==> src/rtl/acc_drain.sv <==
// acc_drain: sweeps a contiguous accumulator window, streams each word through a small output FIFO
// and, when asked, zeroes every location in the cycle its read data returns.
module acc_drain #(
  parameter int ADDR_WIDTH = 9,
  parameter int DATA_WIDTH = 64,
  parameter int FIFO_DEPTH = 4
) (
  input  logic                  clk,
  input  logic                  rst,
  input  logic                  start,
  input  logic [ADDR_WIDTH-1:0] base_addr,
  input  logic [ADDR_WIDTH:0]   length,
  input  logic                  clear,
  input  logic                  abort,
  output logic                  busy,
  output logic                  done,
  output logic                  rd_en,
  output logic [ADDR_WIDTH-1:0] rd_addr,
  input  logic [DATA_WIDTH-1:0] rd_rdata,
  output logic                  wr_en,
  output logic                  wr_we,
  output logic [ADDR_WIDTH-1:0] wr_addr,
  output logic [DATA_WIDTH-1:0] wr_wdata,
  output logic                  acc_mode,
  output logic                  m_valid,
  input  logic                  m_ready,
  output logic [DATA_WIDTH-1:0] m_data,
  output logic                  m_last
);
  localparam int PW = $clog2(FIFO_DEPTH);
  localparam int CW = PW + 1;
  localparam int LW = ADDR_WIDTH + 1;
  typedef enum logic [1:0] {IDLE, RUN, FLUSH, DONE} state_t;
  state_t state_q, state_d;
  logic busy_q, busy_d, done_q, done_d;
  logic [LW-1:0] len_q, issued_q, idx_d, len_cur;
  logic clr_q;
  logic rd_en_q, rd_last_q, rv_q, rv_last_q;
  logic [ADDR_WIDTH-1:0] rd_addr_q, wr_addr_q;
  logic wr_en_q;
  logic [DATA_WIDTH:0] mem [FIFO_DEPTH];
  logic [DATA_WIDTH:0] head;
  logic [PW-1:0] wp_q, rp_q;
  logic [CW-1:0] cnt_q;
  logic [CW:0] load;
  logic active, accept, kill, push, pop, launch, last_hs;
  assign active  = (state_q == RUN) || (state_q == FLUSH);
  assign accept  = (state_q == IDLE) && start;
  assign kill    = active && abort;
  assign pop     = m_valid && m_ready;
  assign push    = rv_q && active && !abort;
  assign last_hs = pop && m_last;
  // Conservative credit: every word not yet popped (buffered, returning, or being read) holds a slot.
  assign load    = {1'b0, cnt_q} + (CW+1)'(rv_q) + (CW+1)'(rd_en_q);
  assign launch  = accept ? (length != '0)
                          : (state_q == RUN && !abort && issued_q != len_q && load < (CW+1)'(FIFO_DEPTH));
  assign idx_d   = (accept ? '0 : issued_q) + LW'(launch);
  assign len_cur = accept ? length : len_q;
  always_ff @(posedge clk or posedge rst) begin
    if (rst) state_q <= IDLE;
    else     state_q <= state_d;
  end
  always_comb begin
    state_d = state_q;
    case (state_q)
      IDLE:    state_d = start ? ((length == '0) ? DONE : RUN) : IDLE;
      RUN:     state_d = abort ? DONE : (issued_q == len_q) ? FLUSH : RUN;
      FLUSH:   state_d = (abort || last_hs) ? DONE : FLUSH;
      default: state_d = IDLE;
    endcase
  end
  always_comb begin
    busy_d = state_d != IDLE;
    done_d = state_d == DONE;
  end
  always_ff @(posedge clk or posedge rst) begin
    if (rst) begin
      busy_q    <= 1'b0;
      done_q    <= 1'b0;
      len_q     <= '0;
      clr_q     <= 1'b0;
      issued_q  <= '0;
      rd_en_q   <= 1'b0;
      rd_addr_q <= '0;
      rd_last_q <= 1'b0;
      rv_q      <= 1'b0;
      rv_last_q <= 1'b0;
      wr_en_q   <= 1'b0;
      wr_addr_q <= '0;
    end else begin
      busy_q    <= busy_d;
      done_q    <= done_d;
      if (accept) begin
        len_q <= length;
        clr_q <= clear;
      end
      if (accept || launch) issued_q <= idx_d;
      rd_en_q   <= launch;
      if (launch) rd_addr_q <= accept ? base_addr : rd_addr_q + 1'b1;
      rd_last_q <= launch && (idx_d == len_cur);
      rv_q      <= rd_en_q;
      rv_last_q <= rd_last_q;
      // The clear-write of an in-flight read still lands even when that read is being aborted.
      wr_en_q   <= rd_en_q && clr_q;
      wr_addr_q <= rd_addr_q;
    end
  end
  always_ff @(posedge clk or posedge rst) begin
    if (rst) begin
      wp_q  <= '0;
      rp_q  <= '0;
      cnt_q <= '0;
    end else if (kill) begin
      wp_q  <= '0;
      rp_q  <= '0;
      cnt_q <= '0;
    end else begin
      wp_q  <= wp_q + PW'(push);
      rp_q  <= rp_q + PW'(pop);
      cnt_q <= cnt_q + CW'(push) - CW'(pop);
    end
  end
  always_ff @(posedge clk) begin
    if (push) mem[wp_q] <= {rv_last_q, rd_rdata};
  end
  assign head     = mem[rp_q];
  assign m_valid  = cnt_q != '0;
  assign m_data   = m_valid ? head[DATA_WIDTH-1:0] : '0;
  assign m_last   = m_valid && head[DATA_WIDTH];
  assign busy     = busy_q;
  assign done     = done_q;
  assign rd_en    = rd_en_q;
  assign rd_addr  = rd_addr_q;
  assign wr_en    = wr_en_q;
  assign wr_we    = wr_en_q;
  assign wr_addr  = wr_addr_q;
  assign wr_wdata = '0;
  assign acc_mode = 1'b0;
endmodule

==> config.mk <==
export PLATFORM = sky130hd
export DESIGN_NAME = acc_drain
export DESIGN_NICKNAME = d
export VERILOG_FILES = /design/src/rtl/acc_drain.sv
export SDC_FILE = /design/constraint.sdc
export NUM_CORES = 1
export LEC_CHECK = 0
export CORE_MARGIN = 2
export CORE_UTILIZATION = 45
export DETAILED_ROUTE_END_ITERATION = 8
export PLACE_DENSITY_LB_ADDON = 0.2
export SLEW_MARGIN = 40
export SYNTH_ARGS = -nofsm -noshare
export SYNTH_HDL_FRONTEND = slang
export SYNTH_SLANG_ARGS = --single-unit
==> constraint.sdc <==
create_clock -name clk -period 12.53 [get_ports clk]
set_clock_uncertainty 0.2 [all_clocks]
set_input_delay 2.506 -clock clk [delete_from_list [all_inputs] [get_ports clk]]
set_output_delay 2.506 -clock clk [all_outputs]
set_load 0.01 [all_outputs]
* Yosys cells after proc, flatten, opt, wreduce, memory -nomap -nowiden
Memory sizes are Yosys's and may differ from the RTL's.
Cells that the tools add are included.
** Word-level totals
- RAM bits :: 260
- Register bits :: 55
- Word-level logic and storage cells :: 69
- Latch bits :: 0
- Memory bits (read-only) :: 0
- Memories :: 1
** Operators by class
- Mux-type cells :: 16
- Shifts and indexed selects :: 0
- Equal/unequal tests :: 6
- Divide/modulo/power cells :: 0
- Reductions and logical operators :: 21
- Bitwise logic cells :: 0
- $mul :: 0
- Add/subtract/negate cells :: 8
- $lt $le $gt $ge :: 1
** Memories
- mem :: words 4, width 65, rd ports 1, clocked after memory_dff 0, wr ports 1, line 41 : logic [DATA_WIDTH:0] mem [FIFO_DEPTH];
** Operators by type and width (number)
- $mux 64 :: 1
- $eq 10x10->1 :: 2
- $mux 10 :: 2
- $logic_and 1x1->1 :: 12
- $mux 2 :: 6
- $add 10x1->10 :: 1
- $logic_not 10->1 :: 1
- $ne 10x10->1 :: 1
- $reduce_bool 10->1 :: 1
- $add 9x1->9 const B :: 1
- $mux 9 :: 1
- $pmux 2 s3 :: 1
- $add 2x1->2 :: 2
- $add 3x1->4 :: 1
- $add 4x1->4 :: 1
- $eq 2x2->1 const B :: 2
- $lt 4x3->1 const B :: 1
- $mux 1 :: 4
- $add 3x1->3 :: 1
- $logic_or 1x1->1 :: 3
- $mux 3 :: 1
- $reduce_bool 3->1 :: 1
- $sub 3x1->3 :: 1
- $eq 2x1->1 const B :: 1
- 3 further kinds :: 3

* Logic depth before layout (Yosys ltp)
Gate-level depths: netlist of run 1.
- Depth after elaboration :: 8
- Gate-level depth with buffers :: 14

* Least setup slack after synthesis of run 1
OpenSTA, ideal clock, no wires.
- Path type :: input-to-reg
- From :: input abort
- To :: memory mem[1][0] (netlist bit) (enable)
- Arrival time :: 7.562 ns
- Required time :: 11.749 ns
- Stages on the path :: 3
- Library setup time :: 0.581 ns
- Buffers on the path :: 0
- Path slack :: 4.187 ns
- Path through :: inv_1 nand3_1 nor3b_1
** On the way
- Longest elaborated chain between the ends :: 4
** RTL lines
- start: declaration :: line 14 : input logic abort,
- $logic_not 1->1 :: line 51 : assign push = rv_q && active && !abort;
- $logic_and 1x1->1 :: line 51
- $mux 1 :: line 124 : if (push) mem[wp_q] <= {rv_last_q, rd_rdata};
- $mux 1 (not written as such) :: line 124
- end: declaration :: line 41
No other way between the ends.

* Worst setup path after layout of run 1
- From :: input abort
- To :: register rd_last_q
** On the way
- Longest elaborated chain between the ends :: 8
** RTL lines
- $logic_not 1->1 (*) :: line 56 : : (state_q == RUN && !abort && issued_q != len_q && load < (CW+1)'(FIFO_DEPTH));
- $logic_and 1x1->1 (*) (3 in series) :: line 56
- $mux 1 (*) :: line 55 : assign launch = accept ? (length != '0)
- named net launch :: line 46 : logic active, accept, kill, push, pop, launch, last_hs;
- $add 10x1->10 :: line 57 : assign idx_d = (accept ? '0 : issued_q) + LW'(launch);
- $eq 10x10->1 :: line 100 : rd_last_q <= launch && (idx_d == len_cur);
- $logic_and 1x1->1 (*) :: line 100
- end signal: assignment :: line 100
- end: declaration :: line 38 : logic rd_en_q, rd_last_q, rv_q, rv_last_q;
Mark *: on every way through the listed nets, which the timed path passes. The rest lies on a longest branch.
A chain may end at the register's enable or synchronous reset.

==> flow_summary_export.csv, run 1 <==
group,metric,value,unit
logic_synthesis,synth-simple-area-share,0.0862,
power_and_ir_drop,ir_worst_vdd,0.120,mV
power_and_ir_drop,power,3.65,mW
global_route,grtUsageTotal,0.171,
timing,finalHoldViolations,0,
logic_synthesis,yosysWarningCount,0,
detailed_routing,remaining_drc_errors,0,
logic_synthesis,yosysUniqueCellTypes,63,
final_layout,design_area,16500,um^2
power_and_ir_drop,p_per_area,220,nW/um^2
clock_network,numCtsBuffers,34,
clock_network,cts_max_level,2,
clock_network,clkSinkCount,315,
clock_network,cts_setup_buffers,0,
final_layout,drive_above_1_share,0.143,
clock_network,clkTransAtPathRegs,60,ps
final_layout,seqCellArea,9190,um^2
logic_synthesis,async_reset_ff_frac,0.175,
die,die_area,31100,um^2
detailed_routing,drtIter0Drc,588,
timing,drv_slew,0,
logic_synthesis,synth_edf_count,260,
timing,fin_setup_tns,0,ps
global_route,grt_pass1_wl,41000,um
logic_synthesis,yosys-top-cells-count,"edfxtp_1, and2_1, buf_4",
clock_network,postCtsHoldBufs,0,
placed_design,dp_hpwl,16300,um
flow_run,cap_violations,0,
logic_synthesis,synth_top_family_by_area,"multiplexers",
logic_synthesis,synth_adder_area_share,0.0137,
timing,setup_ws,6600,ps
detailed_routing,drt-pass1-iter-count,4,
logic_synthesis,syn-cell-area,13400,um^2
logic_synthesis,yosys-top-cells-area,"edfxtp_1, mux4_2, dfrtp_1, buf_4, and2_1",
logic_synthesis,syn_inst,797,
placed_design,preCtsSetupSlack,6170,ps
final_layout,diodes,0,
die,die-height,176,um
global_route,grt_max_degree,66,
logic_synthesis,ys_ff_latch,315,
clock_network,worstSkewPairLatency,490,ps
final_layout,multi_input_area,3750,um^2
logic_synthesis,synthMuxAreaShare,0.114,
global_route,grt-ovfl-total,0,
logic_synthesis,synth_top_area_share,0.584,
worst_hold_path,worst_hold_path_type,"reg -> reg",
worst_setup_path,cp_max_fo,26,
worst_setup_path,arrival,6070,ps
worst_setup_path,startpoint_type,"primary input",
global_route,antenna_found_initial,0,
timing,max_slew_margin,0.469,
worst_setup_path,critPathRequiredTime,12670,ps
die,fp.coreArea,29400,um^2
clock_network,postCtsResizedCells,0,
worst_setup_path,rrSetupSlack,7650,ps
timing,fmax,0.169,GHz
placed_design,gp_congestion,0.816,
detailed_routing,vias_per_cell,5.14,
timing,fin_crit_sh,0.474,
run_status,outcome,"complete, no violations",
logic_synthesis,synthXorXnorAreaFrac,0.0131,
die,die_x,176,um
clock_network,clk_path_buf_depth,3,
detailed_routing,vias,7189,
timing,rsz0062_at_grt,"false",
global_route,grt_pass1_vias,7195,
timing,fin_crit,5930,ps
logic_synthesis,syn_avg_cell_area,16.8,um^2
final_layout,area_growth,23.7,%
detailed_routing,routedWlPerCell,19.0,um
logic_synthesis,yosysMostFrequentCell,"edfxtp_1",
die,initial_core_util,0.455,
placed_design,placed_area,15400,um^2
final_layout,fillCellCount,2302,
timing,worstMarginPinSlew,794,ps
power_and_ir_drop,leakagePower,5.72,nW
logic_synthesis,synth_seq_area_share,0.687,
die,rows,63,
die,io_pins,243,
placed_design,numPortBuffers,177,
logic_synthesis,synth_top_area_cell,"edfxtp_1",
logic_synthesis,synth_flop_cell,"edfxtp_1",
worst_setup_path,cp-end-kind,"flop",
detailed_routing,wl,26500,um
clock_network,cts_root_buf,"clkbuf_16",
timing,setup_violations,0,
logic_synthesis,synth_compound_area_frac,0.0335,
clock_network,cts_tree,"yes",
worst_setup_path,critical_path_class,"in -> reg",
detailed_routing,drtAntennaViolNets,0,
final_layout,fin_nets,1087,
==> critical path, stage by stage <==
cell             delay [ps]
clkdlybuf4s50_1         540
inv_1                   190
o31ai_4                  80
buf_4                   220
o21ai_1                 340
and2_1                  210
ha_1                    200
ha_1                    280
nand3_1                 270
nor2_1                  250
nand4_1                 120
a311o_1                 360
a2111oi_0               470
==> layer usage <==
metal | GRT usage | share of wire | up-vias
li1 | - | - | 3317
met2 | 0.284 | 0.50 | 193
met5 | 0 | 0 | -
met1 | 0.236 | 0.44 | 3648
met4 | 0.0379 | 0.014 | 0
met3 | 0.0342 | 0.055 | 31
==> registers in the layout, summed over array words and instances, names as in the netlist <==
name	cells
rv_last_q	1
clr_q	1
rv_q	1
wr_addr	9
rd_last_q	1
rd_en	1
done	1
len_q	10
mem	260
issued_q	10
cnt_q	3
busy	1
rd_addr	9
wp_q	2
state_q	2
rp_q	2
wr_en	1
==> path summary, 6_finish.rpt <==
| check | startpoint | endpoint | depth (start not counted) |
|---|---|---|---|
| max in group asynchronous | rst | rp_q[0]$_DFF_PP0_ | 3 |
| min in group asynchronous | rst | wr_addr[7]$_DFF_PP0_ | 3 |
| max | abort | rd_last_q$_DFF_PP0_ | 13 |
| min reg2reg | rd_last_q$_DFF_PP0_ | rv_last_q$_DFF_PP0_ | 0 |
| max reg2reg | rd_en$_DFF_PP0_ | rd_last_q$_DFF_PP0_ | 13 |
| min | rd_last_q$_DFF_PP0_ | rv_last_q$_DFF_PP0_ | 0 |
==> cell type report <==
| type | count | area share |
|---|---|---|
| Sequential cell | 315 | 0.556 |
| Multi-Input combinational cell | 434 | 0.227 |
| Timing Repair Buffer | 191 | 0.116 |
| Clock buffer | 44 | 0.0556 |
| Tap cell | 390 | 0.0295 |
| Clock inverter | 17 | 0.0146 |
| Inverter | 8 | 0.00182 |
==> where the power goes <==
part	internal (mW)	total, mW	switching (mW)	leakage (nW)
clock network	0.644	1.03	0.385	0.563
registers	1.26	1.37	0.107	3.03
logic	0.685	1.25	0.566	2.13
total	2.59	3.65	1.06	5.72
==> through the flow <==
step                cells  utilization  hold slack, ps
floorplan             861            -             131
global placement     1336        0.521             163
detailed placement   1338        0.523             146
CTS                  1399        0.562             167
global route         1399        0.562             172
finish               1399        0.562             166
==> cells by family (layout without fill, tap and decap cells) <==
family | after synthesis | count (layout)
AOI/OAI and AO/OA | 63 | 63
xor gates and xnor gates | 20 | 20
adders and majority gates | 14 | 14
buffers and inverters | 112 | 260
DFF | 315 | 315
muxes | 70 | 70
other | 1 | 65
and+or+nand+nor | 202 | 202
==> placed cells by master, fill, tap and decap left out, types with 7 or more instances in the layout <==
cell and count:
nand2_1 45, clkdlybuf4s50_1 177, mux4_2 65, nand3_1 14, dfrtp_1 53, or4_1 8, inv_1 7, buf_4 8
conb_1 65, edfxtp_1 260, ha_1 13, clkbuf_16 35, nor4_1 8, xnor2_1 10, nor2_1 7, a21oi_1 20
and2_1 76, xor2_1 10, clkbuf_1 8, nor3_1 7, o31ai_1 8
Note: power is estimated with default switching activity, not from simulation.
==> inputs of run 2 (changes only) <==
==> constraint.sdc (replaced) <==
create_clock -name clk -period 5.1 [get_ports clk]
set_clock_uncertainty 0.2 [all_clocks]
set_input_delay 1.02 -clock clk [delete_from_list [all_inputs] [get_ports clk]]
set_output_delay 1.02 -clock clk [all_outputs]
set_load 0.01 [all_outputs]
==> run 2 against run 1 <==
Against the previous run:
- final cell count is 0.57% higher
- combinational power is 150% higher
- worst setup slack worse by 5600 ps
- highest routed layer unchanged
==> flow_summary_export.csv, run 2 (synthesized netlist as in run 1, its figures left out) <==
group,metric,value,unit
worst_setup_path,cp-end-kind,"primary output",
final_layout,final_core_util,0.561,
timing,fin_setup_tns,0,ps
worst_setup_path,critical_path_class,"reg -> out",
worst_setup_path,arrival,2850,ps
clock_network,cts_root_buf,"clkbuf_16",
worst_hold_path,holdPathEnd,"rv_last_q$_DFF_PP0_",
timing,fin_crit_sh,0.798,
detailed_routing,drt-pass1-iter-count,5,
worst_setup_path,rr_endpoint,"rd_last_q$_DFF_PP0_",
clock_network,cts_max_level,2,
final_layout,design_area,16500,um^2
clock_network,clk_path_buf_depth,3,
placed_design,numPortBuffers,177,
worst_setup_path,cp_max_fo,52,
worst_setup_path,path_cells,"buf_12, mux4_2, and2_1, clkdlybuf4s50_1",
run_status,outcome,"complete, no violations",
timing,finalHoldViolations,0,
timing,rsz0062_at_grt,"false",
die,initial_core_util,0.455,
worst_setup_path,r2r_start,"cnt_q[1]$_DFF_PP0_",
clock_network,postCtsResizedCells,0,
final_layout,drive_above_1_share,0.144,
die,rows,63,
power_and_ir_drop,p_per_area,531,nW/um^2
final_layout,regMostFlops,"mem",
clock_network,postCtsHoldBufs,0,
global_route,grt_max_degree,66,
die,die_area,31100,um^2
final_layout,area_growth,23.5,%
placed_design,placed_area,15400,um^2
final_layout,final_cells,1407,
clock_network,clkTransAtPathRegs,60,ps
final_layout,final_common_cell,"edfxtp_1",
placed_design,dp_hpwl,16800,um
worst_setup_path,startpoint_type,"flop",
clock_network,cts_tree,"yes",
die,fp.coreArea,29400,um^2
clock_network,clkSinkCount,315,
worst_hold_path,holdPathStages,0,
global_route,antenna_found_initial,1,
flow_run,cap_violations,0,
detailed_routing,routedWlPerCell,19.4,um
placed_design,preCtsSetupSlack,713,ps
timing,setup_violations,0,
detailed_routing,remaining_drc_errors,0,
detailed_routing,drtIter0Drc,513,
final_layout,fin_nets,1094,
placed_design,dp_cells,1344,
timing,setup_ws,1030,ps
final_layout,fillCellCount,2340,
worst_setup_path,cpMaxStageDelayCell,"dfrtp_4",
final_layout,layout_common_cells,"edfxtp_1, clkdlybuf4s50_1, and2_1",
placed_design,gp_congestion,0.774,
die,die_x,176,um
worst_setup_path,slowest_delay,620,ps
global_route,grt_pass1_wl,41800,um
power_and_ir_drop,ir_worst_vdd,0.338,mV
detailed_routing,vias,7339,
clock_network,numCtsBuffers,35,
clock_network,worstSkewPairLatency,510,ps
worst_setup_path,critPathRequiredTime,3880,ps
detailed_routing,drtAntennaViolNets,0,
final_layout,largest_register_ffs,260,
global_route,grtUsageTotal,0.175,
worst_setup_path,rrSetupSlack,1140,ps
timing,fin_crit,4070,ps
timing,max_slew_margin,0.501,
die,io_pins,243,
global_route,grt-ovfl-total,0,
worst_hold_path,hp-start,"rd_last_q$_DFF_PP0_",
global_route,grt_pass1_vias,7314,
power_and_ir_drop,leakagePower,5.70,nW
worst_setup_path,ff2ff_path_depth,14,
timing,fmax,0.246,GHz
worst_hold_path,worst_hold_path_type,"reg -> reg",
timing,worstMarginPinSlew,748,ps
clock_network,cts_setup_buffers,0,
detailed_routing,vias_per_cell,5.22,
final_layout,reg_top3,"mem (260), issued_q (10), len_q (10)",
die,die-height,176,um
detailed_routing,wl,27300,um
timing,drv_slew,0,
==> run 2: how the worst max path moves through the flow <==
stage / endpoint / slack, ps / start / cells past startpoint
finish: m_last / 1030 / rp_q[0]$_DFF_PP0_ / 4
global route: m_last / 830 / rp_q[0]$_DFF_PP0_ / 4
CTS: m_last / 900 / rp_q[0]$_DFF_PP0_ / 4
detailed placement: rd_last_q$_DFF_PP0_ / 710 / length[5] / 12
global placement: rd_last_q$_DFF_PP0_ / 850 / abort / 12
floorplan: mem[2][0]$_DFFE_PP_ / 240 / abort / 5
==> run 2: layout make-up <==
| type | instances | area [um^2] | area share |
|---|---|---|---|
| Sequential cell | 315 | 9190 | 0.557 |
| Multi-Input combinational cell | 434 | 3770 | 0.228 |
| Timing Repair Buffer | 197 | 1970 | 0.119 |
| Clock buffer | 45 | 945 | 0.0572 |
| Tap cell | 390 | 488 | 0.0296 |
| Clock inverter | 16 | 111 | 0.00675 |
| Inverter | 8 | 32.5 | 0.00197 |
| Antenna cell | 2 | 5.00 | 0.000303 |
==> run 2: worst max-delay path: cells and delay by family, from the launching register on <==
kind	cells	cell delay, ps
buffers and inverters	2	920
flip-flops	1	620
multiplexers	1	600
AND/OR/NAND/NOR	1	200
==> run 2: per-stage QoR <==
stage | hold slack (ps) | total power, mW
floorplan | 131 | 5.15
global placement | 165 | 6.56
detailed placement | 155 | 6.58
CTS | 168 | 8.90
global route | 167 | 9.24
finish | 173 | 8.77
==> run 2: power breakdown <==
| group | switching (mW) | total, mW | internal, mW |
|---|---|---|---|
| combinational | 1.40 | 3.09 | 1.70 |
| clock | 0.942 | 2.30 | 1.36 |
| sequential | 0.277 | 3.37 | 3.09 |
| total | 2.62 | 8.77 | 6.15 |
==> run 2: routing by layer <==
metal  part of all wire  vias up  track usage
li1                   -     3347            -
met1               0.43     3729        0.239
met2               0.49      221        0.292
met3              0.055       42       0.0347
met4              0.018        0       0.0427
met5                  0        -            0
